$ cat src/rtl/reg8_write_arbiter.sv
// Shared storage register with round-robin write arbitration.
// Requesters raise req with their data. The winner's data is captured, loaded into q,
// and the winner gets a one-cycle ack. At most one write completes every three cycles.
module reg8_write_arbiter #(
  parameter int unsigned NUM_REQ = 4,
  parameter int unsigned DATA_W  = 8,
  localparam int unsigned GW     = $clog2(NUM_REQ)
) (
  input  logic                        clk,
  input  logic                        reset,
  input  logic [NUM_REQ-1:0]          req,
  input  logic [NUM_REQ*DATA_W-1:0]   req_data,
  output logic [NUM_REQ-1:0]          ack,
  output logic [DATA_W-1:0]           q,
  output logic                        load,
  output logic [GW-1:0]               grant_id,
  output logic                        busy
);

  localparam logic [1:0] StIdle    = 2'd0;
  localparam logic [1:0] StCapture = 2'd1;
  localparam logic [1:0] StWrite   = 2'd2;

  logic [1:0]          state_q, state_d;
  logic [GW-1:0]       ptr_q, ptr_d;
  logic [GW-1:0]       grant_id_q, grant_id_d;
  logic [DATA_W-1:0]   hold_q, hold_d;
  logic [DATA_W-1:0]   q_q, q_d;
  logic                load_q, load_d;
  logic                busy_q, busy_d;
  logic [NUM_REQ-1:0]  ack_q, ack_d;

  logic                found;
  logic [GW-1:0]       winner;
  logic [GW-1:0]       cand;
  int unsigned         scan_idx;

  // Round-robin search: first set req bit starting at ptr_q, wrapping.
  always_comb begin
    found    = 1'b0;
    winner   = '0;
    cand     = '0;
    scan_idx = 0;
    for (int unsigned k = 0; k < NUM_REQ; k++) begin
      scan_idx = (int'(ptr_q) + k) % NUM_REQ;
      cand     = GW'(scan_idx);
      if (!found && req[cand]) begin
        found  = 1'b1;
        winner = cand;
      end
    end
  end

  // FSM next-state and datapath next-state.
  always_comb begin
    state_d    = state_q;
    ptr_d      = ptr_q;
    grant_id_d = grant_id_q;
    hold_d     = hold_q;
    q_d        = q_q;
    load_d     = load_q;
    busy_d     = busy_q;
    ack_d      = ack_q;
    unique case (state_q)
      StIdle: begin
        if (found) begin
          grant_id_d = winner;
          hold_d     = req_data[int'(winner)*DATA_W +: DATA_W];
          busy_d     = 1'b1;
          state_d    = StCapture;
        end
      end
      StCapture: begin
        q_d     = hold_q;
        load_d  = 1'b1;
        ack_d   = NUM_REQ'(1) << grant_id_q;
        state_d = StWrite;
      end
      StWrite: begin
        ack_d   = '0;
        load_d  = 1'b0;
        busy_d  = 1'b0;
        // Move past the winner so a requester that keeps req high cannot starve others.
        ptr_d   = (grant_id_q == GW'(NUM_REQ - 1)) ? '0 : grant_id_q + 1'b1;
        state_d = StIdle;
      end
      default: begin
        state_d = StIdle;
      end
    endcase
  end

  // State registers; reset abandons any in-flight write.
  always_ff @(posedge clk or negedge reset) begin
    if (!reset) begin
      state_q    <= StIdle;
      ptr_q      <= '0;
      grant_id_q <= '0;
      hold_q     <= '0;
      q_q        <= '0;
      load_q     <= 1'b0;
      busy_q     <= 1'b0;
      ack_q      <= '0;
    end else begin
      state_q    <= state_d;
      ptr_q      <= ptr_d;
      grant_id_q <= grant_id_d;
      hold_q     <= hold_d;
      q_q        <= q_d;
      load_q     <= load_d;
      busy_q     <= busy_d;
      ack_q      <= ack_d;
    end
  end

  assign ack      = ack_q;
  assign q        = q_q;
  assign load     = load_q;
  assign grant_id = grant_id_q;
  assign busy     = busy_q;

endmodule
$ cat config.mk
export PLATFORM = sky130hd
export DESIGN_NAME = reg8_write_arbiter
export DESIGN_NICKNAME = d
export VERILOG_FILES = /design/src/rtl/reg8_write_arbiter.sv
export SDC_FILE = /design/constraint.sdc
export NUM_CORES = 1
export LEC_CHECK = 0
export ABC_AREA = 1
export CORE_UTILIZATION = 35
export CTS_BUF_LIST = sky130_fd_sc_hd__clkbuf_8
export CTS_CLUSTER_SIZE = 12
export DETAILED_ROUTE_END_ITERATION = 8
export SYNTH_ARGS = -nofsm -noshare
export SYNTH_HDL_FRONTEND = slang
export SYNTH_SLANG_ARGS = --single-unit
$ cat constraint.sdc
create_clock -name clk -period 5.25 [get_ports clk]
set_clock_uncertainty 0.1 [all_clocks]
set_input_delay 1.3125 -clock clk [delete_from_list [all_inputs] [get_ports clk]]
set_output_delay 1.3125 -clock clk [all_outputs]
set_load 0.01 [all_outputs]
Yosys cells after proc, flatten, opt, wreduce, memory -nomap -nowiden --
Cells that the tools add are included.
Cells by class: add/subtract/negate cells 4, magnitude comparators 4, eq/ne operators 4, shift operators 2, multiplexer cells 23, reductions and logical operators 11
Operator list (number):
- $shiftx A32 B6 Y8 | 1
- $lt A2 B3 Y1 const B | 4
- $mux W2 | 6
- $mux W1 | 9
- $bmux W1 S2 | 4
- $pmux W4 S2 | 1
- $add A2 B1 Y2 const B | 2
- $add A2 B2 Y2 const B | 2
- $eq A2 B2 Y1 const B | 2
- $pmux W1 S2 | 2
- $pmux W2 S2 | 1
- $reduce_and A2 Y1 | 2
- $reduce_bool A2 Y1 | 2
- $shl A1 B2 Y4 const A | 1
- $logic_and A1 B1 Y1 | 3
- $logic_not A1 Y1 | 3
- $eq A2 B1 Y1 const B | 1
- $logic_not A2 Y1 | 1
- $ne A2 B2 Y1 const B | 1
Word-level totals: bits in registers 28, input port bits 38, output and inout bits 16

Depth between registers and ports, before layout --
Gate-level depths: netlist (run 1).
word-level depth 14, depth in mapped cells 15, depth with buffers taken out 13

Worst setup path after synthesis (run 1) --
No wires, ideal clock.
path type input to register, from input req[3], to register busy_q, in the netlist busy, arrival 2305 ps, data required time 5031 ps, path slack 2726 ps, stages 11, cell sequence inv_1 nand2_1 nand3_2 nand2_4 nor2_8 nand3_4 nand2_2 buf_4 inv_1 o22ai_1 inv_1
Between the ends: word-level cells in the longest chain between the ends 14
Ends and longest elaborated chain:
- from (decl) | RTL line 11 | input logic [NUM_REQ-1:0] req,
- $bmux W1 S2 | RTL line 47 | if (!found && req[cand]) begin
- $mux W1 (not written as such) | RTL line 47
- $mux W1 | RTL line 47
- $logic_not A1 Y1 | RTL line 47
- $logic_and A1 B1 Y1 | RTL line 47
- $mux W1 | RTL line 47
- $logic_not A1 Y1 | RTL line 47
- $logic_and A1 B1 Y1 | RTL line 47
- $mux W1 | RTL line 47
- $logic_not A1 Y1 | RTL line 47
- $logic_and A1 B1 Y1 | RTL line 47
- $mux W1 * | RTL line 47
- $ne A2 B2 Y1 (no source line) *
- $reduce_and A2 Y1 (no source line) *
- to (signal assigned) | RTL line 111 | busy_q <= busy_d;
- to (decl) | RTL line 30 | logic busy_q, busy_d;
Every way passes the cells marked *; elsewhere a longest branch is shown, timed or not. The select of a mux whose other input is x is not followed. A chain may end at the register's enable or synchronous reset.

Worst setup path in the final report (run 1) --
from input req[3], to register hold_q[7]
Between the ends: word-level cells in the longest chain between the ends 13
Ends and longest elaborated chain:
- $bmux W1 S2 | RTL line 47
- $mux W1 (not written as such) | RTL line 47
- $mux W1 | RTL line 47
- $logic_not A1 Y1 | RTL line 47
- $logic_and A1 B1 Y1 | RTL line 47
- $mux W1 | RTL line 47
- $logic_not A1 Y1 | RTL line 47
- $logic_and A1 B1 Y1 | RTL line 47
- $mux W1 | RTL line 47
- $logic_not A1 Y1 | RTL line 47
- $logic_and A1 B1 Y1 | RTL line 47
- $mux W2 / $mux W1 (equally long branches) | RTL line 47
- $shiftx A32 B6 Y8 / $reduce_and A2 Y1 (equally long branches)
- to (signal assigned) | RTL line 108 | hold_q <= hold_d;
- to (decl) | RTL line 27 | logic [DATA_W-1:0] hold_q, hold_d;
Parallel ways exist; a longest one is shown, timed or not. The select of a mux whose other input is x is not followed.

==> flow_metrics.tcl, run 1 <==
set metrics [dict create \
    slew_headroom 0.712 \
    first_global_vias 1525 \
    htree_levels 1 \
    synth_area_sq_um 1830 \
    worstPathCellList "clkdlybuf4s50_1, inv_1, nand2_1, nand3_1, nand2_1, inv_1, nand3_4, nand2_2, a21oi_2, nand2_1, nand3_1" \
    max_cap_viol_count 0 \
    number_of_distinct_library_cell_variants_in_the_gate_level_netlist_after_synthesis 24 \
    via_count 1630 \
    least_margin_pin_slew_ns 0.432 \
    die_x_um 74.4 \
    final_layout_size_suffix_gt1_frac 0.115 \
    final-hold-violation-count 0 \
    critical-path-top-cell-by-count "sky130_fd_sc_hd__nand2_1" \
    place.port_buffers 53 \
    share_of_the_clock_period_used_by_the_worst_path_after_layout 0.596 \
    clock_sink_count 28 \
    tritoncts "done" \
    slew_violations 0 \
    setup_viol 0 \
    sort_of_element_at_the_end_of_the_critical_path "flip-flop" \
    layout_setup_ws_ns 2.12 \
    root_buffer "sky130_fd_sc_hd__clkbuf_8" \
    track_usage 0.158 \
    r2r_start "ptr_q[0]" \
    postCtsResizedCells 0 \
    placement_rows 25 \
    arrival_time_at_the_worst_endpoint_ns 3.23 \
    floorplan.initialDensity 0.376 \
    drt-initial-drc-count 85 \
    antenna_found_initial 0 \
    netlist_instances 237 \
    worst_setup_path_start_kind "input port" \
    post_cts_buffers 0 \
    fp.dieArea_sq_um 5530 \
    syn_to_final_growth_pct 33.8 \
    finish.utilization 0.503 \
    cp_max_delay_cell "sky130_fd_sc_hd__clkdlybuf4s50_1" \
    die_height_um 74.4 \
    tritoncts_buffers 3 \
    critical_path.startpoint "req[3]" \
    dp_worst_setup_slack_ns 1.85 \
    critical_path_peak_fanout 19 \
    syn-mean-instance-area_sq_um 7.73 \
    leakage_uw 0.00121 \
    clk_pin_slew_worst_paths_ns 0.09 \
    cts_hold_repair_buffers 0 \
    max-vdd-ir-drop_uv 259 \
    achievable-frequency_mhz 319 \
    grt_start_max_net_pins 29 \
    synth-seq-cells 28 \
    rsz0062_at_grt "no" \
    grt_remaining_overflow 0 \
    detailed_place_hpwl_mm 3.10 \
    powerDensity_nw_per_um2 634 \
    clk_latency_ns 0.27 \
    yosys_warnings 0 \
    cp.required_ns 5.35 \
    synth.yosys.seq_area_share 0.382 \
    route.detailed.drc 0 \
    worstHoldStart "hold_q[6]" \
    hold_path_class "reg -> reg" \
    worstSetupPathType "in -> reg" \
    routed.top_layer "met4" \
    final.min_clock_period_ns 3.13 \
    wl_met1_mm 2.04 \
    drt-total-wl_mm 3.99 \
    routed-wl-met2_mm 1.77 \
    clock_tree.buffer_depth 2 \
    gp_congestion 0.851 \
    ios 54 \
    core_area_sq_um 4880 \
    fin_nets 335 \
    fin_setup_tns_ns 0 \
    wire_length_of_the_first_global_routing_pass_mm 6.80 \
    detail_route.first_pass.iterations 4 \
    avgRoutedWirePerCell_um 11.3 \
    timing.critical_path.slowest_cell_delay_ns 0.47 \
    avgViaCountPerCell 4.60 \
    run_status "finished, final reports clean" \
    met3WireLength_um 164 \
    postSynthNetCount 284 \
    num_antenna_cells 0 \
    detail-route-antenna-nets 0 \
]
[sequential cells by signal, indices dropped and copies added (netlist names)]
signal and cells:
ptr_q 2, load 1, ack 4, busy 1, grant_id 2, state_q 2
hold_q 8, q 8
[area by class of cell]
type | instances | area [sq um]
fill | 491 | 2430
multi-input combinational | 177 | 985
sequential | 28 | 701
timing repair buffer | 54 | 538
inverter | 24 | 90.1
tap | 67 | 83.8
clock buffer | 4 | 55.1
[through the flow]
stage                     hold slack [ns]  instances  cell area (sq um)  total power, uW
final                               0.406        354               2450             1560
after global routing                0.430        354               2450             1720
after CTS                           0.409        354               2450             1580
after detailed placement            0.385        350               2400             1440
after global placement              0.389        350               2400             1440
after floorplan                     0.360        237               1830             1180
[critical path: cells and delay by family]
family / cells / cell delay (ns)
buffers and inverters: 3 / 0.60
AOI/OAI and AO/OA: 1 / 0.39
and+or+nand+nor: 7 / 0.91
[cells in the mapped netlist]
library cell | n | area share
sky130_fd_sc_hd__o21ai_0 | 7 | 0.019
sky130_fd_sc_hd__buf_6 | 2 | 0.012
sky130_fd_sc_hd__dfrtp_1 | 28 | 0.38
sky130_fd_sc_hd__nand2_4 | 5 | 0.031
sky130_fd_sc_hd__mux2_2 | 8 | 0.049
sky130_fd_sc_hd__nand3_2 | 2 | 0.011
sky130_fd_sc_hd__nor2_8 | 1 | 0.011
sky130_fd_sc_hd__buf_4 | 3 | 0.012
sky130_fd_sc_hd__nand3_1 | 35 | 0.096
sky130_fd_sc_hd__a21oi_1 | 1 | 0.0027
sky130_fd_sc_hd__a21oi_2 | 1 | 0.0048
sky130_fd_sc_hd__o21ai_1 | 1 | 0.0027
sky130_fd_sc_hd__inv_1 | 21 | 0.043
sky130_fd_sc_hd__nand2_2 | 4 | 0.014
sky130_fd_sc_hd__nand3_4 | 2 | 0.019
sky130_fd_sc_hd__inv_2 | 3 | 0.0061
sky130_fd_sc_hd__buf_2 | 1 | 0.0027
sky130_fd_sc_hd__o22ai_1 | 2 | 0.0068
sky130_fd_sc_hd__ha_1 | 9 | 0.061
sky130_fd_sc_hd__clkbuf_1 | 2 | 0.0041
sky130_fd_sc_hd__nand2_1 | 93 | 0.19
sky130_fd_sc_hd__nor2_2 | 2 | 0.0068
sky130_fd_sc_hd__o21a_1 | 2 | 0.0082
sky130_fd_sc_hd__nor2_1 | 2 | 0.0041
[routing by layer]
layer	global-route usage	vias up
li1	-	853
met1	0.235	734
met3	0.0136	2
met5	0	-
met2	0.241	41
met4	0.0503	0
[worst paths after layout]
kind | to | slack (ns) | depth (start not counted)
setup / recovery | hold_q[7] | 2.12 | 11
hold / removal | hold_q[6] | 0.41 | 2
setup reg to reg | hold_q[7] | 2.89 | 10
hold reg to reg | hold_q[6] | 0.41 | 2
max in group asynchronous | hold_q[3] | 3.47 | 2
min in group asynchronous | load | 1.31 | 2
[logic make-up after synthesis]
group                    Yosys count  share of synthesized area
flip-flops                        28                      0.382
adder cells (fa/ha/maj)            9                     0.0614
AND/OR/NAND/NOR                  146                      0.382
AO/OA/AOI/OAI                     14                     0.0444
buffers and inverters             32                     0.0805
multiplexers                       8                     0.0491
[where the power goes]
part	leakage (uW)	switching, uW	total [uW]	internal [uW]
Clock	0.0000288	63.9	131	67.0
Combinational	0.000834	619	1030	414
Sequential	0.000349	71.0	391	320
[cells in the final DEF (no fill, tap or decap), drive strengths merged, types with 4 or more instances in the layout]
cell type | Yosys | routed
inv | 24 | 24
nand2 | 102 | 102
ha | 9 | 9
clkbuf | 2 | 4
mux2 | 8 | 8
nand3 | 39 | 39
dfrtp | 28 | 28
clkdlybuf4s50 | 0 | 53
nor2 | 5 | 5
o21ai | 8 | 8
Power figures use the tool's default switching activity.
==> run 2: changes to the inputs <==
clock period = 3.1 ns   (was 5.25 ns; I/O delays follow)
==> run 2 against run 1 <==
Wire length is 5.6% higher. Final area is 0.31% higher. Critical path depth rose by 2. Largest power group unchanged. Via count shrank 0.92%. Setup slack got worse by 1.5 ns. Die area stayed put. Sequential share of layout area shrank 0.087 points. Combinational power up 70%. Utilization up 0.15 points.
==> flow_metrics.tcl, run 2 (same netlist as run 1, synthesis figures left out) <==
set metrics [dict create \
    run_status "finished, final reports clean" \
    worstPathCellList "clkdlybuf4s50_1, inv_1, nand2_1, nand3_1, nand2_1, inv_1, nand3_4, buf_4, nand3_4, nand2_1, nand2_1, nand2_1, nand3_1" \
    via_count 1615 \
    max-vdd-ir-drop_uv 718 \
    num_antenna_cells 0 \
    sort_of_element_at_the_end_of_the_critical_path "flip-flop" \
    grt_remaining_overflow 0 \
    critical-path-top-cell-by-count "sky130_fd_sc_hd__nand2_1" \
    fin_setup_tns_ns 0 \
    final.hold.worst_slack_ns 0.411 \
    core_area_sq_um 4880 \
    post_cts_buffers 0 \
    r2r_start "ptr_q[0]" \
    tritoncts "done" \
    leakage_uw 0.00122 \
    root_buffer "sky130_fd_sc_hd__clkbuf_8" \
    slew_headroom 0.729 \
    fp.dieArea_sq_um 5530 \
    grt_start_max_net_pins 29 \
    drt-total-wl_mm 4.21 \
    clk_pin_slew_worst_paths_ns 0.09 \
    floorplan.initialDensity 0.376 \
    postCtsResizedCells 0 \
    die_height_um 74.4 \
    slew_violations 0 \
    dp_worst_setup_slack_ns 0.349 \
    cell_internal_pwr_uw 1370 \
    clock_sink_count 28 \
    final.min_clock_period_ns 2.47 \
    placement_rows 25 \
    first_global_vias 1449 \
    ios 54 \
    clk_latency_ns 0.27 \
    avgViaCountPerCell 4.55 \
    cp_max_delay_cell "sky130_fd_sc_hd__clkdlybuf4s50_1" \
    most_frequent_cells_in_the_layout "sky130_fd_sc_hd__nand2_1, sky130_fd_sc_hd__clkdlybuf4s50_1, sky130_fd_sc_hd__nand3_1, sky130_fd_sc_hd__dfrtp_1, sky130_fd_sc_hd__inv_1" \
    final_layout_size_suffix_gt1_frac 0.118 \
    final_common_cell "sky130_fd_sc_hd__nand2_1" \
    worstSetupPathType "in -> reg" \
    place.port_buffers 53 \
    timing.critical_path.slowest_cell_delay_ns 0.47 \
    share_of_the_clock_period_used_by_the_worst_path_after_layout 0.795 \
    critical_path.startpoint "req[3]" \
    achievable-frequency_mhz 406 \
    clock_tree.buffer_depth 2 \
    detail-route-antenna-nets 0 \
    final-hold-violation-count 0 \
    wire_length_of_the_first_global_routing_pass_mm 6.87 \
    track_usage 0.162 \
    cts_hold_repair_buffers 0 \
    critical_path_peak_fanout 18 \
    net_load_switching_power_uw 1280 \
    least_margin_pin_slew_ns 0.407 \
    fin_nets 336 \
    power.share.switching 0.483 \
    worst_setup_path_start_kind "input port" \
    worstHoldStart "q[3]" \
    gp_congestion 0.801 \
    power.share.combinational 0.664 \
    cp.required_ns 3.16 \
    htree_levels 1 \
    arrival_time_at_the_worst_endpoint_ns 2.52 \
    p_clk_frac 0.083 \
    layout_setup_ws_ns 0.635 \
    die_x_um 74.4 \
    route.detailed.drc 0 \
    detailed_place_hpwl_mm 3.28 \
    setup_viol 0 \
    max_cap_viol_count 0 \
    detail_route.first_pass.iterations 4 \
    powerDensity_nw_per_um2 1070 \
    hold_path_class "reg -> reg" \
    finish.utilization 0.504 \
    tritoncts_buffers 3 \
    rsz0062_at_grt "no" \
    drt-initial-drc-count 96 \
    antenna_found_initial 0 \
    sequential_power_share 0.253 \
    syn_to_final_growth_pct 34.2 \
    avgRoutedWirePerCell_um 11.9 \
]
==> run 2: final timing paths <==
path | endpoint | slack (ns) | cells past startpoint
worst max register to register | hold_q[6] | 0.85 | 12
min in group asynchronous | ack[3] | 0.76 | 2
worst min-delay path | q[3] | 0.41 | 1
worst max-delay path | hold_q[6] | 0.63 | 13
worst min register to register | q[3] | 0.41 | 1
max in group asynchronous | q[7] | 1.87 | 2
==> run 2: area by class of cell <==
cell class	instances	area, sq um
tap	67	83.8
clock buffer	4	55.1
fill	514	2420
inverter	24	90.1
multi-input combinational	177	985
sequential	28	701
timing repair buffer	55	546
==> run 2: power groups by stage <==
| stage | combinational (uW) | clock, uW | sequential, uW |
|---|---|---|---|
| after floorplan | 1330 | 0 | 674 |
| after global placement | 1730 | 0 | 673 |
| after detailed placement | 1760 | 0 | 673 |
| after CTS | 1770 | 225 | 668 |
| after global routing | 1990 | 240 | 689 |
| final | 1750 | 220 | 667 |
==> run 2: layer usage <==
layer | GRT usage | wire length, um
met2 | 0.213 | 1690
met3 | 0.0190 | 192
met1 | 0.268 | 2280
met5 | 0 | 0
met4 | 0.0503 | 46
==> run 2: critical path: cells and delay by family <==
family                 cells  cell delay (ns)
buffers and inverters      4             0.83
AND/OR/NAND/NOR            9             0.89
==> run 2: per-stage QoR <==
step	area, sq um	cells	total power (uW)
6_report	2460	355	2640
5_1_grt	2460	355	2920
4_1_cts	2460	355	2660
3_5_place_dp	2400	351	2440
3_3_place_gp	2400	351	2410
2_1_floorplan	1830	237	2000
==> RTL edit 1 (config.mk and constraints of run 2) <==
Make the reset (`reset`) synchronous in one clocked block.
--- a/src/rtl/reg8_write_arbiter.sv
+++ b/src/rtl/reg8_write_arbiter.sv
@@ -92,5 +92,5 @@
 
   // State registers; reset abandons any in-flight write.
-  always_ff @(posedge clk or negedge reset) begin
+  always_ff @(posedge clk) begin
     if (!reset) begin
       state_q    <= StIdle;
Behaviour: differs if reset is asserted again (counterexample within 4 cycles, from zero or initial values and one cycle with reset low); with reset held inactive, the same outputs for 10 cycles.
==> RTL edit 1 against run 2 <==
Synthesized area fell by 1.4%; count of clock-buffer cells in the layout stayed put; critical path depth stayed put; routed wire length is 0.62% lower; via count increased by 11%; sequential cell count is the same; non-clock buffer count up 1; design area down 0.41%; critical path type unchanged; setup slack worse by 0.063 ns.
Power is not compared: it rests on default switching activity, and its combinational part moved more than twofold at a synthesized area within 25%.
==> RTL edit 1: results (changes against run 2) <==
| Metric | Value |
|---|---|
| Vias | 1798 (+11%) |
| Cells on worst reg2reg path | 15 (+3) |
| Vias in the first global route | 1739 (+20%) |
| Post-CTS sizing | 0 (unchanged) |
| Largest net degree at the start of global routing | 19 (-34%) |
| WP data arrival | 2.61 ns (+0.09 ns) |
| Synth Flop Type | dfxtp_1 |
| Wire length per cell | 10.6 um (-10%) |
| Crit Path Max Fanout | 8 (-10) |
| Hold path depth | 2 (+1) |
| Outcome | finished, final reports clean |
| Sequential area share after synthesis | 31.0% (-7.2 points) |
| Layout cells sized above 1 | 9.51% (-2.3 points) |
| Detailed Place HPWL | 3.33 mm (+1.6%) |
| WHS Endpoint | load$_SDFFE_PN0P_ |
| Routability congestion estimate | 0.776 (-3.2%) |
| DP Worst Slack | 0.294 ns (-0.0549 ns) |
| Reg2reg start | ptr_q[0]$_SDFFE_PN0P_ |
| Async S/R FF share, synth | 0% (-100 points) |
| List of most frequent post-synthesis cells | nand2_1, nor2_1, dfxtp_1 |
| Fillers | 497 (-3.3%) |
| Worst path max stage delay | 0.41 ns (-0.06 ns) |
| Area contributors post-synth | dfxtp_1, nand2_1, nor2_1 |
| GRT Total Usage | 17.0% (+0.72 points) |
| Worst hold start | load$_SDFFE_PN0P_ |
| R2R setup slack | 0.78 ns (-0.07 ns) |
| Nets@finish | 374 (+11%) |
| 1st-iter DRT viols | 55 (-43%) |
| First-pass GRT wire length | 7.23 mm (+5.2%) |
==> RTL edit 1: logic make-up (layout without fill, tap and decap cells) <==
logic type	after synthesis	in the layout	share of synthesized area, %
buffers and inverters	38	91	9.34
adder cells (fa/ha/maj)	9	9	6.23
flip-flops	28	28	31.0
AND/OR/NAND/NOR	173	173	45.8
AO/OA/AOI/OAI	25	25	7.61
==> RTL edit 1: per-stage QoR <==
stage	hold WS (ns)	instance area, um^2	instances
finish	0.362	2450	393
detailed placement	0.352	2390	389
floorplan	0.355	1810	273
global route	0.389	2450	393
global placement	0.350	2390	389
CTS	0.367	2450	393
==> RTL edit 1: layout make-up <==
type / instances / area share (%)
multi-input cells: 207 / 44.0
clock buffers: 4 / 2.25
flip-flops and latches: 28 / 22.9
well taps: 67 / 3.42
repair buffers: 56 / 22.6
inverters: 31 / 4.85
==> RTL edit 1: worst max-delay path by stage <==
stage	endpoint	slack, ns	depth (start not counted)
detailed placement	hold_q[7]$_SDFFE_PN0P_	0.29	13
global route	hold_q[4]$_SDFFE_PN0P_	0.31	14
floorplan	hold_q[5]$_SDFFE_PN0P_	1.04	13
finish	hold_q[4]$_SDFFE_PN0P_	0.57	13
global placement	hold_q[0]$_SDFFE_PN0P_	0.32	15
CTS	hold_q[7]$_SDFFE_PN0P_	0.59	13
==> RTL edit 1: power breakdown <==
part / leakage [nW] / switching, mW / internal, mW
logic: 0.914 / 0.387 / 0.280
clock network: 0.0288 / 0.115 / 0.114
registers: 0.231 / 0.0529 / 0.438
==> RTL edit 1: metal layers <==
metal	vias to the layer above	share of wire (%)	GRT usage, %
met3	4	3.2	3.16
met1	784	47	20.2
met2	33	49	31.5
met5	-	0	0
met4	0	0.45	3.21
li1	977	-	-
==> RTL edit 2 (settings of run 2) <==
Made on the original files. The parameter `DATA_W` goes from 8 to 12.
--- a/src/rtl/reg8_write_arbiter.sv
+++ b/src/rtl/reg8_write_arbiter.sv
@@ -4,5 +4,5 @@
 module reg8_write_arbiter #(
   parameter int unsigned NUM_REQ = 4,
-  parameter int unsigned DATA_W  = 8,
+  parameter int unsigned DATA_W  = 12,
   localparam int unsigned GW     = $clog2(NUM_REQ)
 ) (
Interface: changed (resized q and req_data); port bits go from 54 to 74. The function was not compared with the original's and may differ.
==> RTL edit 2 against run 2 <==
Setup slack gained 0.052 ns; design area grew 29%; total power grew 30%; routed wire length grew 20%; die area grew 24%; synthesized area grew 24%; sequential cell count grew 8; core utilization shrank 0.19 points; count of clock-buffer cells in the layout grew 3; critical path type unchanged; largest power group unchanged.
==> RTL edit 2: results (changes against run 2) <==
| Metric | Value |
|---|---|
| Placed insts | 454 (+29%) |
| Routability congestion estimate | 0.773 (-3.6%) |
| DP Worst Slack | 0.353 ns (+0.00403 ns) |
| Clk slew on worst S/H paths | 0.06 ns (-0.03 ns) |
| Layout cells sized above 1 | 9.90% (-1.9 points) |
| 1st-iter DRT viols | 76 (-21%) |
| Outcome | finished, final reports clean |
| Area contributors post-synth | dfrtp_1, nand2_1, inv_1 |
| Crit Path Max Fanout | 8 (-10) |
| Detailed Place HPWL | 3.96 mm (+21%) |
| I/O Buffers | 73 (+38%) |
| First-pass GRT wire length | 8.63 mm (+26%) |
| Initial antenna violation count | 0 (unchanged) |
| Placed cell area | 3070 um^2 (+28%) |
| Post-synthesis net count | 373 (+31%) |
| Synthesized netlist cell count | 310 (+31%) |
| Maximum VDD drop | 0.500 mV (-30%) |
| Leak | 1.63 nW (+34%) |
| Drt total wl | 5.05 mm (+20%) |
| Slew Limit Headroom | 48.0% (-25 points) |
| GRT Total Usage | 16.7% (+0.46 points) |
| Sequential area share after synthesis | 39.6% (+1.3 points) |
| WP data arrival | 2.53 ns (about the same) |
| Vias | 2076 (+29%) |
| Sequential share of power | 25.1% (-0.2 points) |
| Fin cells | 461 (+30%) |
| Cts bufs inserted | 5 (+2) |
| Dominant cell by count in the synthesized netlist | nand2_1 |
| Largest net degree at the start of global routing | 40 (+38%) |
| Vias in the first global route | 1945 (+34%) |
| NetSw | 1.56 mW (+22%) |
| P_seq | 861 uW (+29%) |
| H-Tree Level Count | 2 (+1) |
| P_clk | 352 uW (+60%) |
RTL edit 2: worst paths after layout:
path | start | slack, ns | endpoint | depth (start not counted)
min in group asynchronous | reset | 0.47 | q[6]$_DFFE_PN0N_ | 1
worst min register to register | hold_q[8]$_DFFE_PN0P_ | 0.38 | hold_q[8]$_DFFE_PN0P_ | 2
max in group asynchronous | reset | 1.94 | hold_q[0]$_DFFE_PN0P_ | 1
worst min-delay path | hold_q[8]$_DFFE_PN0P_ | 0.38 | hold_q[8]$_DFFE_PN0P_ | 2
worst max register to register | ptr_q[0]$_DFFE_PN0P_ | 1.02 | hold_q[10]$_DFFE_PN0P_ | 12
worst max-delay path | req[3] | 0.69 | hold_q[10]$_DFFE_PN0P_ | 13
RTL edit 2: cells by family after synthesis:
| family | count (synthesis) | synth area share [%] |
|---|---|---|
| buf+inv | 70 | 13.1 |
| mux | 12 | 5.93 |
| compound gates | 27 | 6.26 |
| simple gates | 156 | 30.2 |
| fa+ha+maj | 9 | 4.95 |
| flops | 36 | 39.6 |
RTL edit 2: final cells by class:
type	count	area (um^2)
timing repair buffer	78	776
sequential	36	901
multi-input combinational	204	1080
fill	664	3140
tap	77	96.3
inverter	59	224
clock buffer	7	96.3
RTL edit 2: worst reg2reg max path, cell delays in order (launching register included):
cell and delay [ns]:
dfrtp_1 0.55, inv_4 0.11, nand2_1 0.09, nand2_2 0.09, nand2_2 0.07, nand2_1 0.08
nor2_4 0.12, nand3_1 0.08, nand2_1 0.23, inv_2 0.13, nor2_4 0.23, nand2_1 0.09
nand3_1 0.07
RTL edit 2: layer usage:
layer	up-vias	GRT usage, %	wire (um)
met4	0	2.93	23
met2	55	27.9	2470
met3	5	5.93	312
met1	908	20.8	2240
li1	1108	-	-
met5	-	0	0
